**src/rtl/uart_tx_arbiter.sv**
```systemverilog
// Round-robin, message-granular sharing of one UART transmitter among NUM_REQ byte sources.
// Optional TX_ARB_PREFIX_EN: each newly taken lock first transmits a header byte 8'h80|grant_id.
module uart_tx_arbiter #(
    parameter int NUM_REQ = 4,
    parameter int ID_W    = (NUM_REQ > 1) ? $clog2(NUM_REQ) : 1
) (
    input  logic                 clk,
    input  logic                 rst,
    input  logic [NUM_REQ-1:0]   req_valid,
    input  logic [8*NUM_REQ-1:0] req_data,
    input  logic [NUM_REQ-1:0]   req_last,
    output logic [NUM_REQ-1:0]   req_ready,
    output logic                 tx_start,
    output logic [7:0]           tx_data,
    input  logic                 tx_busy,
    output logic [ID_W-1:0]      grant_id,
    output logic                 locked
);

    typedef enum logic [1:0] {ARB, ISSUE, WAIT_ACC, WAIT_DONE} state_t;

    state_t          state_q, state_d;
    logic [ID_W-1:0] grant_id_q, grant_id_d;
    logic [ID_W-1:0] rr_ptr_q, rr_ptr_d;
    logic            locked_q, locked_d;
    logic [7:0]      hold_data_q, hold_data_d;
    logic            hold_last_q, hold_last_d;
`ifdef TX_ARB_PREFIX_EN
    logic            hdr_pending_q, hdr_pending_d;
`endif

    logic [ID_W-1:0] win_id, idx, sel_id, next_ptr;
    logic            win_found, sel_valid;

    // First valid channel at or after rr_ptr, wrapping modulo NUM_REQ.
    always_comb begin
        win_found = 1'b0;
        win_id    = '0;
        idx       = '0;
        for (int i = 0; i < NUM_REQ; i++) begin
            idx = ID_W'((int'(rr_ptr_q) + i) % NUM_REQ);
            if (!win_found && req_valid[idx]) begin
                win_found = 1'b1;
                win_id    = idx;
            end
        end
    end

    assign sel_id    = locked_q ? grant_id_q : win_id;
    assign sel_valid = locked_q ? req_valid[grant_id_q] : win_found;
    assign next_ptr  = (grant_id_q == ID_W'(NUM_REQ - 1)) ? '0 : grant_id_q + 1'b1;

    always_comb begin
        state_d     = state_q;
        grant_id_d  = grant_id_q;
        rr_ptr_d    = rr_ptr_q;
        locked_d    = locked_q;
        hold_data_d = hold_data_q;
        hold_last_d = hold_last_q;
`ifdef TX_ARB_PREFIX_EN
        hdr_pending_d = hdr_pending_q;
`endif
        req_ready   = '0;
        tx_start    = 1'b0;
        case (state_q)
            ARB: begin
                if (sel_valid) begin
                    req_ready[sel_id] = 1'b1;
                    hold_data_d       = req_data[{sel_id, 3'b000} +: 8];
                    hold_last_d       = req_last[sel_id];
                    grant_id_d        = sel_id;
                    locked_d          = 1'b1;
`ifdef TX_ARB_PREFIX_EN
                    hdr_pending_d     = !locked_q;
`endif
                    state_d           = ISSUE;
                end
            end
            ISSUE: begin
                if (!tx_busy) begin
                    tx_start = 1'b1;
                    state_d  = WAIT_ACC;
                end
            end
            WAIT_ACC: begin
                if (tx_busy) state_d = WAIT_DONE;
            end
            WAIT_DONE: begin
                if (!tx_busy) begin
`ifdef TX_ARB_PREFIX_EN
                    // Header just finished: the held requester byte goes out next.
                    if (hdr_pending_q) begin
                        hdr_pending_d = 1'b0;
                        state_d       = ISSUE;
                    end else
`endif
                    begin
                        state_d = ARB;
                        if (hold_last_q) begin
                            locked_d = 1'b0;
                            rr_ptr_d = next_ptr;
                        end
                    end
                end
            end
            default: state_d = ARB;
        endcase
    end

    always_ff @(posedge clk or posedge rst) begin
        if (rst) begin
            state_q     <= ARB;
            grant_id_q  <= '0;
            rr_ptr_q    <= '0;
            locked_q    <= 1'b0;
            hold_data_q <= '0;
            hold_last_q <= 1'b0;
`ifdef TX_ARB_PREFIX_EN
            hdr_pending_q <= 1'b0;
`endif
        end else begin
            state_q     <= state_d;
            grant_id_q  <= grant_id_d;
            rr_ptr_q    <= rr_ptr_d;
            locked_q    <= locked_d;
            hold_data_q <= hold_data_d;
            hold_last_q <= hold_last_d;
`ifdef TX_ARB_PREFIX_EN
            hdr_pending_q <= hdr_pending_d;
`endif
        end
    end

`ifdef TX_ARB_PREFIX_EN
    assign tx_data = hdr_pending_q ? (8'h80 | 8'(grant_id_q)) : hold_data_q;
`else
    assign tx_data = hold_data_q;
`endif
    assign grant_id = grant_id_q;
    assign locked   = locked_q;

endmodule
```
**config.mk**
```make
export PLATFORM = sky130hd
export DESIGN_NAME = uart_tx_arbiter
export DESIGN_NICKNAME = d
export VERILOG_FILES = /design/src/rtl/uart_tx_arbiter.sv
export SDC_FILE = /design/constraint.sdc
export NUM_CORES = 1
export LEC_CHECK = 0
export BUFFER_PORTS_ARGS = -buffer_cell sky130_fd_sc_hd__buf_2
export CAP_MARGIN = 25
export CORE_UTILIZATION = 53
export DETAILED_ROUTE_END_ITERATION = 10
export PLACE_DENSITY = 0.93
export SYNTH_ARGS = -nofsm -noshare
export SYNTH_HDL_FRONTEND = slang
export SYNTH_SLANG_ARGS = --single-unit
export TNS_END_PERCENT = 30
```
**constraint.sdc**
```tcl
create_clock -name clk -period 4.8 [get_ports clk]
set_clock_uncertainty 0.1 [all_clocks]
set_input_delay 0.96 -clock clk [delete_from_list [all_inputs] [get_ports clk]]
set_output_delay 0.96 -clock clk [all_outputs]
set_load 0.005 [all_outputs]
```
# ---- Yosys cells after proc, flatten, opt, wreduce, memory -nomap -nowiden
# Cells that the tools add are included.
dict set report totals {
  regBits 16
  latchBits 0
  ram_bits 0
  rom_bits 0
  input_bits 43
  word_cells 79
  n_memories 0
}
dict set report classes {
  add_sub_neg 4
  n_mul 0
  div_mod_pow 0
  order_cmp 7
  eq_ne 9
  shifts 1
  n_mux 38
  bitwise_logic 1
  n_reduce_logical 13
}
# op n
set op_table {}
lappend op_table {{variable part select 32 x 6 -> 8 bit} 1}
lappend op_table {{two-way mux 2 bit} 10}
lappend op_table {{< comparator 2 x 3 -> 1 bit (second input constant)} 6}
lappend op_table {{two-way mux 1 bit} 17}
lappend op_table {{binary-select mux 1 bit (select 2 bit)} 6}
lappend op_table {{inequality test 2 bit (second input constant)} 5}
lappend op_table {{two-way mux 4 bit} 2}
lappend op_table {{case mux 2 bit (4 select lines)} 1}
lappend op_table {{AND reduction 4 bit} 2}
lappend op_table {{equality test 2 bit (second input constant)} 3}
lappend op_table {{adder 2 x 1 -> 2 bit (second input constant)} 2}
lappend op_table {{adder 2 bit (second input constant)} 2}
lappend op_table {{logical AND 1 bit} 4}
lappend op_table {{logical NOT 1 bit} 3}
lappend op_table {{AND reduction 3 bit} 1}
lappend op_table {{demux 1 bit (select 2 bit)} 1}
lappend op_table {{equality test 2 x 1 -> 1 bit (second input constant)} 1}
lappend op_table {{>= comparator 2 x 1 -> 1 bit (second input constant)} 1}
lappend op_table {{logical NOT 2 bit} 1}
lappend op_table {{case mux 1 bit (2 select lines)} 1}
lappend op_table {{AND reduction 2 bit} 1}
lappend op_table {{nonzero test 2 bit} 1}
lappend op_table {{inverter 1 bit} 1}

# ---- Depth between registers and ports, before layout
# Gate-level depths: netlist (run 1).
dict set report logic_depth {
  ltp_word 19
  depth_mapped 8
  ltp_nobuf 6
}

# ---- Worst setup path before layout (run 1)
# No wires, ideal clock.
dict set report synth_path {
  path_kind {input to output}
  startpoint {in req_valid[1]}
  endpoint {out req_ready[1]}
  arrival_ps 2281
  slack_ps 1459
  stages 7
  path_buffers 2
  cell_sequence {buf_6 > or4_1 > nor2_2 > o31a_1 > buf_4 > nor2_1 > nor3_1}
}
dict set report synth_between {
  elab_chain_len 19
}
# item line
set synth_rtl {}
lappend synth_rtl {{from (decl)} 9} ;# input logic [NUM_REQ-1:0] req_valid,
lappend synth_rtl {{binary-select mux 1 bit (select 2 bit)} 42} ;# if (!win_found && req_valid[idx]) begin
lappend synth_rtl {{two-way mux 1 bit (not written as such)} 42}
lappend synth_rtl {{two-way mux 1 bit} 42}
lappend synth_rtl {{logical NOT 1 bit} 42}
lappend synth_rtl {{logical AND 1 bit} 42}
lappend synth_rtl {{two-way mux 1 bit} 42}
lappend synth_rtl {{logical NOT 1 bit} 42}
lappend synth_rtl {{logical AND 1 bit} 42}
lappend synth_rtl {{(+3 left out)} --}
lappend synth_rtl {{two-way mux 2 bit} 42}
lappend synth_rtl {{two-way mux 2 bit} 49} ;# assign sel_id = locked_q ? grant_id_q : win_id;
lappend synth_rtl {{< comparator 2 x 3 -> 1 bit (not written as such) or >= comparator 2 x 1 -> 1 bit (tied branches)} 68} ;# req_ready[sel_id] = 1'b1;
lappend synth_rtl {{logical AND 1 bit (not written as such)} 68}
lappend synth_rtl {{two-way mux 1 bit (not written as such)} 68}
lappend synth_rtl {{demux 1 bit (select 2 bit)} 68}
lappend synth_rtl {{two-way mux 4 bit *} 67} ;# if (sel_valid) begin
lappend synth_rtl {{two-way mux 4 bit *} 65} ;# case (state_q)
lappend synth_rtl {{to (decl)} 12} ;# output logic [NUM_REQ-1:0] req_ready,
# Mark *: on every way between the ends. The rest lies on a longest branch, timed or not. The select of a mux whose other input is x is not followed.

# ---- Worst setup path after layout (run 1)
dict set report layout_path {
  startpoint {in req_valid[1]}
  endpoint {out req_ready[2]}
}
# Same word-level chain as after synthesis.

==> flow_metrics.tcl, run 1 <==
set metrics [dict create \
    regToRegSetupSlack_ns 2.43 \
    vias_per_cell 6.12 \
    worstSetupPathDepth 6 \
    max_slew_margin_pct 47.7 \
    synth.distinct_cells 42 \
    path_max_fanout 22 \
    ys_seq_area_share_pct 26.7 \
    fillers 224 \
    antenna_left 0 \
    final_hold_viol_count 0 \
    drive_gt1_share_pct 32.9 \
    post-cts-setup-buffers 0 \
    syn_inst 171 \
    path_cells "buf_2, o2111ai_2, and3_4, nand3_1, nor2_1, buf_2" \
    tightest_slew_ns 0.784 \
    syn2layout_area_growth_pct 17.4 \
    fp.dieH_um 55.2 \
    power_density_nw_per_um2 473 \
    crit_top_cell "buf_2" \
    ios 59 \
    finish.net_count 270 \
    floorplan.initialDensity_pct 58.4 \
    endpoint_kind "output pin" \
    syn_area_per_cell_um2 8.77 \
    ys_ff_latch 16 \
    cts_sinks 16 \
    r2r-start "locked" \
    cap_violations 0 \
    p_leak_nw 0.889 \
    critPathTopFamily "simple AND/OR/NAND/NOR gates" \
    grt_pass1_vias 1191 \
    holdBufCountCts 0 \
    required_ns 3.74 \
    cp-startpoint "req_valid[1]" \
    insertion_delay_ns 0.27 \
    core_area_um2 2570 \
    combPwrFrac_pct 61.6 \
    crit_arrival_ns 2.66 \
    p_sw_share_pct 45.3 \
    layout_min_cycle_time_ns 3.72 \
    cts_buffer_depth 2 \
    endpoint "req_ready[2]" \
    dr.pass1.iters 5 \
    gr-total-overflow 0 \
    diodes 0 \
    pwr-share-clk_pct 7.6 \
    cpMaxStageDelayCell "o2111ai_2" \
    fp.dieArea_um2 3040 \
    setup_tns_ns 0 \
    cts-buffers-inserted 3 \
    power.switching_uw 377 \
    gp_congestion 0.890 \
    cts_root_buf "clkbuf_4" \
    path_class "input pin to output pin" \
    final-max-slew-violation-count 0 \
    syn-cell-area_um2 1500 \
    io_buffers 58 \
    fp-row-count 18 \
    min_period_over_period_pct 77.5 \
    p_seq_share_pct 30.7 \
    totalPowerFinal_uw 832 \
    crit_buf_inv 2 \
    rr_endpoint "tx_data[1]" \
    grt_max_degree 23 \
    slowest_delay_ns 0.67 \
    htreeDepth 1 \
    drc 0 \
    ys.warnings.count 0 \
    hpwl_um 2950 \
    drtIter0Drc 55 \
    clkSlewWorstSetupHoldPaths_ns 0.08 \
    rsz0062_at_grt "no" \
    finalSetupViolCount 0 \
    worst_r2r_path_depth 5 \
    antenna_found_initial 0 \
    crit_path_start_kind "input pin" \
    grt_pass1_wl_um 5520 \
    p_int_uw 455 \
    fmax_mhz 269 \
    status "finished clean" \
    die_w_um 55.2 \
    drt_wl_total_um 3730 \
    cts_resized 0 \
    detail_route.wl_per_cell_um 15.0 \
    gr-usage-all-layers_pct 25.2 \
    vias 1523 \
    hp-class "register to register" \
    syn_nets 220 \
    cts_tree "yes" \
    worst_ir_drop_vdd_v 0.000423 \
]
## routing by layer
metal	global-route usage, %	wire, um	vias up
met5	0	0	-
met4	6.67	61	0
met3	1.91	258	10
met2	41.0	1840	59
met1	36.0	1570	702
li1	-	-	752
## Yosys cell counts
master / n / area, um^2
ha_1: 6 / 75.1
mux2_2: 2 / 22.5
a31oi_1: 1 / 6.26
buf_4: 2 / 15.0
o31ai_4: 1 / 21.3
nor2b_2: 1 / 8.76
a21oi_1: 4 / 20.0
and3_4: 1 / 11.3
buf_6: 4 / 45.0
o21ai_0: 4 / 20.0
and4bb_1: 1 / 12.5
mux2_1: 1 / 11.3
a2111oi_2: 1 / 15.0
buf_2: 3 / 15.0
a22oi_1: 1 / 7.51
a2111o_1: 1 / 11.3
a221oi_1: 1 / 8.76
or4_1: 2 / 15.0
inv_1: 22 / 82.6
a221oi_2: 1 / 15.0
nor2_1: 10 / 37.5
mux4_2: 1 / 22.5
a221o_1: 1 / 10.0
nand3_1: 1 / 5.00
nor2_2: 1 / 6.26
mux2i_1: 1 / 10.0
nand4_1: 18 / 113
clkbuf_1: 4 / 15.0
nor3_1: 2 / 10.0
o31ai_1: 1 / 7.51
nand2_1: 5 / 18.8
inv_2: 1 / 3.75
a41o_1: 9 / 90.1
o2111ai_2: 1 / 15.0
o31a_1: 1 / 8.76
nor2b_1: 2 / 12.5
and2_1: 9 / 56.3
dfrtp_1: 16 / 400
nand3b_1: 3 / 22.5
nand2b_1: 6 / 37.5
o2111ai_1: 9 / 78.8
o221ai_1: 9 / 78.8
## how the worst min path moves through the flow
stage          startpoint         end  slack, ns  cells after the start
4_1_cts        tx_data[2]  tx_data[2]       0.49                      2
6_report       tx_data[2]  tx_data[2]       0.48                      2
3_3_place_gp   state_q[1]  state_q[1]       0.45                      1
3_5_place_dp   tx_data[2]  tx_data[2]       0.47                      2
2_1_floorplan  state_q[1]  state_q[1]       0.41                      1
5_1_grt        state_q[1]  state_q[1]       0.51                      1
## metrics by stage
stage	hold WS [ns]	instance area, um^2	instances	worst slack (ns)	utilization, %
final	0.483	1760	249	1.08	68.5
after global routing	0.515	1760	249	0.956	68.5
after CTS	0.486	1760	249	1.13	68.5
after detailed placement	0.468	1740	246	1.13	67.6
after global placement	0.454	1740	246	1.14	67.6
after floorplan	0.412	1500	171	1.46	-
## power by group through the flow
stage / sequential [mW] / clock, mW / combinational (mW)
final: 0.256 / 0.0634 / 0.513
after global placement: 0.252 / 0 / 0.495
after floorplan: 0.241 / 0 / 0.404
after global routing: 0.265 / 0.0716 / 0.571
after CTS: 0.256 / 0.0640 / 0.511
after detailed placement: 0.259 / 0 / 0.507
## state kept, by name (all words and copies together) (netlist names)
| name | flops |
|---|---|
| grant_id | 2 |
| hold_last_q | 1 |
| locked | 1 |
| rr_ptr_q | 2 |
| state_q | 2 |
| tx_data | 8 |
## tightest hold or removal path: cells and delay by family, from the launching register on
kind	cells	cell delay (ns)
compound gates	1	0.09
flops	1	0.34
simple gates	1	0.12
## cell families (layout without fill, tap and decap cells)
family,count (synthesis),count (layout),share of synthesized area [%]
simple gates,62,62,24.5
compound gates,46,46,27.6
buf+inv,36,84,11.8
flops,16,16,26.7
fa+ha+maj,6,6,5.01
mux,5,5,4.42
## placed cells by master (no fill, tap or decap), types with 3 or more instances in the layout
| master | n |
|---|---|
| ha_1 | 6 |
| nand4_1 | 18 |
| a21oi_1 | 4 |
| o2111ai_1 | 9 |
| nand3b_1 | 3 |
| nand2b_1 | 6 |
| o21ai_0 | 4 |
| buf_2 | 58 |
| and2_1 | 9 |
| dfrtp_1 | 16 |
| o221ai_1 | 9 |
| nand2_1 | 5 |
| inv_1 | 22 |
| clkbuf_4 | 3 |
| nor2_1 | 10 |
| a41o_1 | 9 |
## cell type report
cell class | count | area [um^2] | share of cell area (%)
multi-input combinational | 119 | 922 | 52.4
sequential | 16 | 400 | 22.8
timing repair buffer | 58 | 290 | 16.5
inverter | 23 | 86.3 | 4.91
tap | 30 | 37.5 | 2.13
clock buffer | 3 | 22.5 | 1.28
(Power assumes the default switching activity.)
==> inputs of run 2 (changes only) <==
- ABC_AREA: unset -> 1
- CORE_UTILIZATION: 53 -> 49
- PLACE_DENSITY: 0.93 -> 0.87
- clock period: 4.8 -> 3.8 ns (I/O delays scaled with it)
==> flow_metrics.tcl, run 2 <==
set metrics [dict create \
    drc 3 \
    finalSetupViolCount 0 \
    ys_ff_latch 16 \
    r2r-start "rr_ptr_q[0]" \
    layout_min_cycle_time_ns 3.36 \
    die_w_um 57.7 \
    vias_per_cell 4.96 \
    antenna_left 0 \
    worst_ir_drop_vdd_v 0.000541 \
    floorplan.initialDensity_pct 53.3 \
    endpoint_kind "output pin" \
    clkSlewWorstSetupHoldPaths_ns 0.09 \
    dp_cells 331 \
    synth.top_cell.area_share_pct 30.9 \
    post-cts-setup-buffers 0 \
    hp-class "register to register" \
    holdBufCountCts 0 \
    stdcell_area_um2 1830 \
    fmax_mhz 297 \
    synth-edff-count 0 \
    placed_cell_area_um2 1790 \
    vias 1662 \
    syn_area_per_cell_um2 6.13 \
    p_leak_nw 1.12 \
    fp.dieH_um 57.7 \
    cts_tree "yes" \
    synth_area_leader_cell "nand2_1" \
    synth.distinct_cells 26 \
    power_density_nw_per_um2 936 \
    largest_reg_flops 8 \
    cts_sinks 16 \
    synthArstFlopShare_pct 100 \
    required_ns 2.94 \
    status "finished with violations" \
    antenna_found_initial 0 \
    drive_gt1_share_pct 29.9 \
    worst_slack_ns 0.436 \
    path_class "register to output pin" \
    detail_route.wl_per_cell_um 10.3 \
    crit_path_start_kind "register" \
    fp-row-count 19 \
    insertion_delay_ns 0.29 \
    cts_resized 0 \
    drt_wl_total_um 3450 \
    io_buffers 58 \
    finish.net_count 354 \
    tightest_slew_ns 0.593 \
    stdcell_count 335 \
    synthTopCellsByArea "nand2_1 31%, dfrtp_1 26%, nand3_1 8.2%" \
    cp-startpoint "rr_ptr_q[0]" \
    cts_root_buf "clkbuf_4" \
    drtIter0Drc 91 \
    gp_congestion 0.889 \
    cap_violations 0 \
    grt_pass1_vias 1398 \
    syn_nets 297 \
    final_common_cell "nand2_1" \
    ys.warnings.count 0 \
    syn-cell-area_um2 1520 \
    synth_ff_type "dfrtp_1" \
    endpoint "req_ready[1]" \
    cts_buffer_depth 2 \
    core_area_um2 2850 \
    gr-usage-all-layers_pct 21.8 \
    syn_inst 248 \
    gr-total-overflow 0 \
    place_ws_ns 0.544 \
    setup_tns_ns 0 \
    rsz0062_at_grt "no" \
    totalPowerFinal_mw 1.71 \
    regToRegSetupSlack_ns 1.44 \
    diodes 0 \
    synth.most_common_cell "nand2_1" \
    ys_seq_area_share_pct 26.3 \
    crit_arrival_ns 2.50 \
    min_path_cells 2 \
    grt_pass1_wl_um 5710 \
    final_hold_viol_count 0 \
    worst_r2r_path_depth 16 \
    rr_endpoint "tx_data[4]" \
    hpwl_um 2790 \
    path_max_fanout 19 \
    cts-buffers-inserted 3 \
    grt_max_degree 20 \
    final-max-slew-violation-count 0 \
    fp.dieArea_um2 3330 \
    dr.pass1.iters 7 \
    min_period_over_period_pct 88.5 \
    violations "design-rule violations" \
    max_slew_margin_pct 60.4 \
    htreeDepth 1 \
    synth_commonest_cells "125 x nand2_1, 25 x nand3_1, 17 x nand2_2" \
    final_cell_mix "125 x nand2_1, 58 x buf_2, 25 x nand3_1, 17 x nand2_2, 16 x dfrtp_1" \
    ios 59 \
    syn2layout_area_growth_pct 20.4 \
]
[run 2: cell count changes in the layout (fill, tap and decap cells not counted), sizes merged, moves of 6 or more]
cell / change
nand3: +26
o221ai: -9
o2111ai: -10
nand2: +138
a41o: -9
o21ai: +6
nand4: -16
inv: -6
nand2b: -6
and2: -9
[run 2: logic make-up after synthesis]
kind of cell / Yosys count / synth area share [%]
adders and majority gates: 6 / 4.94
and+or+nand+nor: 186 / 54.3
DFF: 16 / 26.3
buffers and inverters: 25 / 8.81
AOI/OAI and AO/OA: 15 / 5.60
[run 2: area by class of cell]
| class | count | area (um^2) |
|---|---|---|
| Clock buffer | 4 | 36.3 |
| Timing Repair Buffer | 60 | 305 |
| Sequential cell | 16 | 400 |
| Tap cell | 31 | 38.8 |
| Fill cell | 277 | 1020 |
| Inverter | 17 | 63.8 |
| Multi-Input combinational cell | 207 | 986 |
[run 2: worst max-delay path: stages (launching register included)]
cell	delay (ns)
dfrtp_1	0.59
inv_2	0.16
nand2_1	0.11
nand2_2	0.08
nand2_2	0.09
nand2_2	0.07
nor2_4	0.11
nand3_2	0.08
nand2_2	0.08
nand3_4	0.21
nand2_8	0.23
inv_2	0.06
nor3_1	0.20
buf_2	0.15
[run 2: through the flow]
step                      util [%]  hold WS, ns
after floorplan                  -        0.349
after global routing          64.2        0.414
after global placement        62.9        0.362
final                         64.2        0.383
after detailed placement      62.9        0.368
after CTS                     64.2        0.390
[run 2: where the power goes]
| part | switching [mW] | leakage, nW | internal (mW) |
|---|---|---|---|
| clock network | 0.0511 | 0.0210 | 0.0584 |
| logic | 0.820 | 0.901 | 0.446 |
| registers | 0.0834 | 0.196 | 0.254 |
[run 2: worst min-delay path by stage]
stage	slack, ns	startpoint	endpoint
after floorplan	0.35	hold_last_q	hold_last_q
after global placement	0.36	tx_data[1]	tx_data[1]
after global routing	0.41	hold_last_q	hold_last_q
after detailed placement	0.37	tx_data[1]	tx_data[1]
after CTS	0.39	tx_data[4]	tx_data[4]
final	0.38	tx_data[4]	tx_data[4]
[run 2: metal layers]
metal  vias to the layer above  share of wire (%)  track usage [%]
li1                        890                  -                -
met1                       722                 46             29.9
met2                        46                 49             36.0
met3                         4                4.9             2.23
met4                         0                1.0             7.48
met5                         -                  0                0
==> inputs of run 3 (changes only) <==
- RECOVER_POWER: unset -> 50
==> flow_metrics.tcl, run 3 (synthesized netlist as in run 2, its figures left out) <==
set metrics [dict create \
    path_class "register to output pin" \
    fp-row-count 19 \
    syn2layout_area_growth_pct 20.2 \
    antenna_left 0 \
    power.switching_uw 959 \
    violations "design-rule violations" \
    gp_congestion 0.889 \
    worst_slack_ns 0.426 \
    setup_tns_ns 0 \
    final-max-slew-violation-count 0 \
    drc 3 \
    htreeDepth 1 \
    stdcell_area_um2 1830 \
    fp.dieArea_um2 3330 \
    core_area_um2 2850 \
    max_slew_margin_pct 60.5 \
    stdcell_count 335 \
    final_hold_viol_count 0 \
    combPwrFrac_pct 73.9 \
    place_ws_ns 0.544 \
    placed_cell_area_um2 1790 \
    ios 59 \
    slowest_delay_ns 0.59 \
    path_max_fanout 19 \
    p_seq_share_pct 19.7 \
    drtIter0Drc 97 \
    min_period_over_period_pct 88.8 \
    gr-total-overflow 0 \
    layout_min_cycle_time_ns 3.37 \
    fp.dieH_um 57.7 \
    pwr-share-clk_pct 6.4 \
    finalSetupViolCount 0 \
    grt_pass1_vias 1398 \
    status "finished with violations" \
    crit_top_cell "nand2_2" \
    power_density_nw_per_um2 938 \
    fmax_mhz 296 \
    whs_ns 0.387 \
    p_int_uw 754 \
    worst_ir_drop_vdd_v 0.000542 \
    grt_pass1_wl_um 5710 \
    gr-usage-all-layers_pct 21.8 \
    dp_cells 331 \
    holdBufCountCts 0 \
    grt_max_degree 20 \
    final_cell_mix "125 x nand2_1, 55 x buf_2, 25 x nand3_1, 17 x nand2_2, 16 x dfrtp_1" \
    insertion_delay_ns 0.29 \
    io_buffers 58 \
    required_ns 2.94 \
    path_cells "inv_2, nand2_1, nand2_2, nand2_2, nand2_2, nor2_4, nand3_2, nand2_2, nand3_4, nand2_8, inv_2, nor3_1, buf_2" \
    post-cts-setup-buffers 0 \
    rsz0062_at_grt "no" \
    cts_tree "yes" \
    cts_root_buf "clkbuf_4" \
    p_leak_nw 1.11 \
    floorplan.initialDensity_pct 53.3 \
    final_common_cell "nand2_1" \
    antenna_found_initial 0 \
    cts_sinks 16 \
    tightest_slew_ns 0.592 \
    die_w_um 57.7 \
    crit_arrival_ns 2.51 \
    cts_buffer_depth 2 \
    dr.pass1.iters 7 \
    clkSlewWorstSetupHoldPaths_ns 0.09 \
    finish.net_count 354 \
    p_sw_share_pct 56.0 \
    vias_per_cell 4.95 \
    diodes 0 \
    drt_wl_total_um 3470 \
    cpMaxStageDelayCell "dfrtp_1" \
    largest_reg_flops 8 \
    cts-buffers-inserted 3 \
    endpoint_kind "output pin" \
    cap_violations 0 \
    cts_resized 0 \
    hp-class "register to register" \
    crit_path_start_kind "register" \
    vias 1659 \
    fillers 280 \
    hpwl_um 2790 \
    detail_route.wl_per_cell_um 10.4 \
    drive_gt1_share_pct 28.9 \
]
## run 3: area by class of cell
| class | instances | area (um^2) | area share, % |
|---|---|---|---|
| Sequential cell | 16 | 400 | 21.9 |
| Tap cell | 31 | 38.8 | 2.12 |
| Timing Repair Buffer | 60 | 302 | 16.5 |
| Clock buffer | 4 | 36.3 | 1.99 |
| Inverter | 17 | 63.8 | 3.49 |
| Multi-Input combinational cell | 207 | 986 | 54.0 |
## run 3: worst max-delay path, delay by kind of cell (launching register included)
kind          cells  cell delay (ns)
simple gates     10             1.27
flops             1             0.59
buf+inv           3             0.37
## run 3: metal layers
layer / GRT usage (%) / part of all wire, % / vias to the layer above
met4: 7.48 / 1.0 / 0
met1: 29.9 / 46 / 724
met2: 36.0 / 48 / 42
met5: 0 / 0 / -
met3: 2.23 / 4.4 / 4
li1: - / - / 889
## run 3: power by group through the flow
stage	logic (mW)	clock network, mW	registers, mW
global placement	1.24	0	0.337
detailed placement	1.27	0	0.340
CTS	1.27	0.114	0.337
floorplan	1.08	0	0.322
finish	1.27	0.109	0.338
global route	1.46	0.120	0.349
## run 3: path summary, 6_finish.rpt
kind	startpoint	slack (ns)	cells past startpoint	end
worst max-delay path	rr_ptr_q[0]	0.43	13	req_ready[1]
worst min-delay path	tx_data[4]	0.39	2	tx_data[4]
worst max register to register	rr_ptr_q[0]	1.43	16	tx_data[4]
worst min register to register	tx_data[4]	0.39	2	tx_data[4]
max in group asynchronous	rst	2.79	2	tx_data[5]
min in group asynchronous	rst	0.42	2	hold_last_q
## run 3: per-stage QoR
stage	power (mW)	utilization (%)
after floorplan	1.40	-
after global placement	1.58	62.9
after detailed placement	1.61	62.9
after CTS	1.72	64.2
after global routing	1.93	64.0
final	1.71	64.0
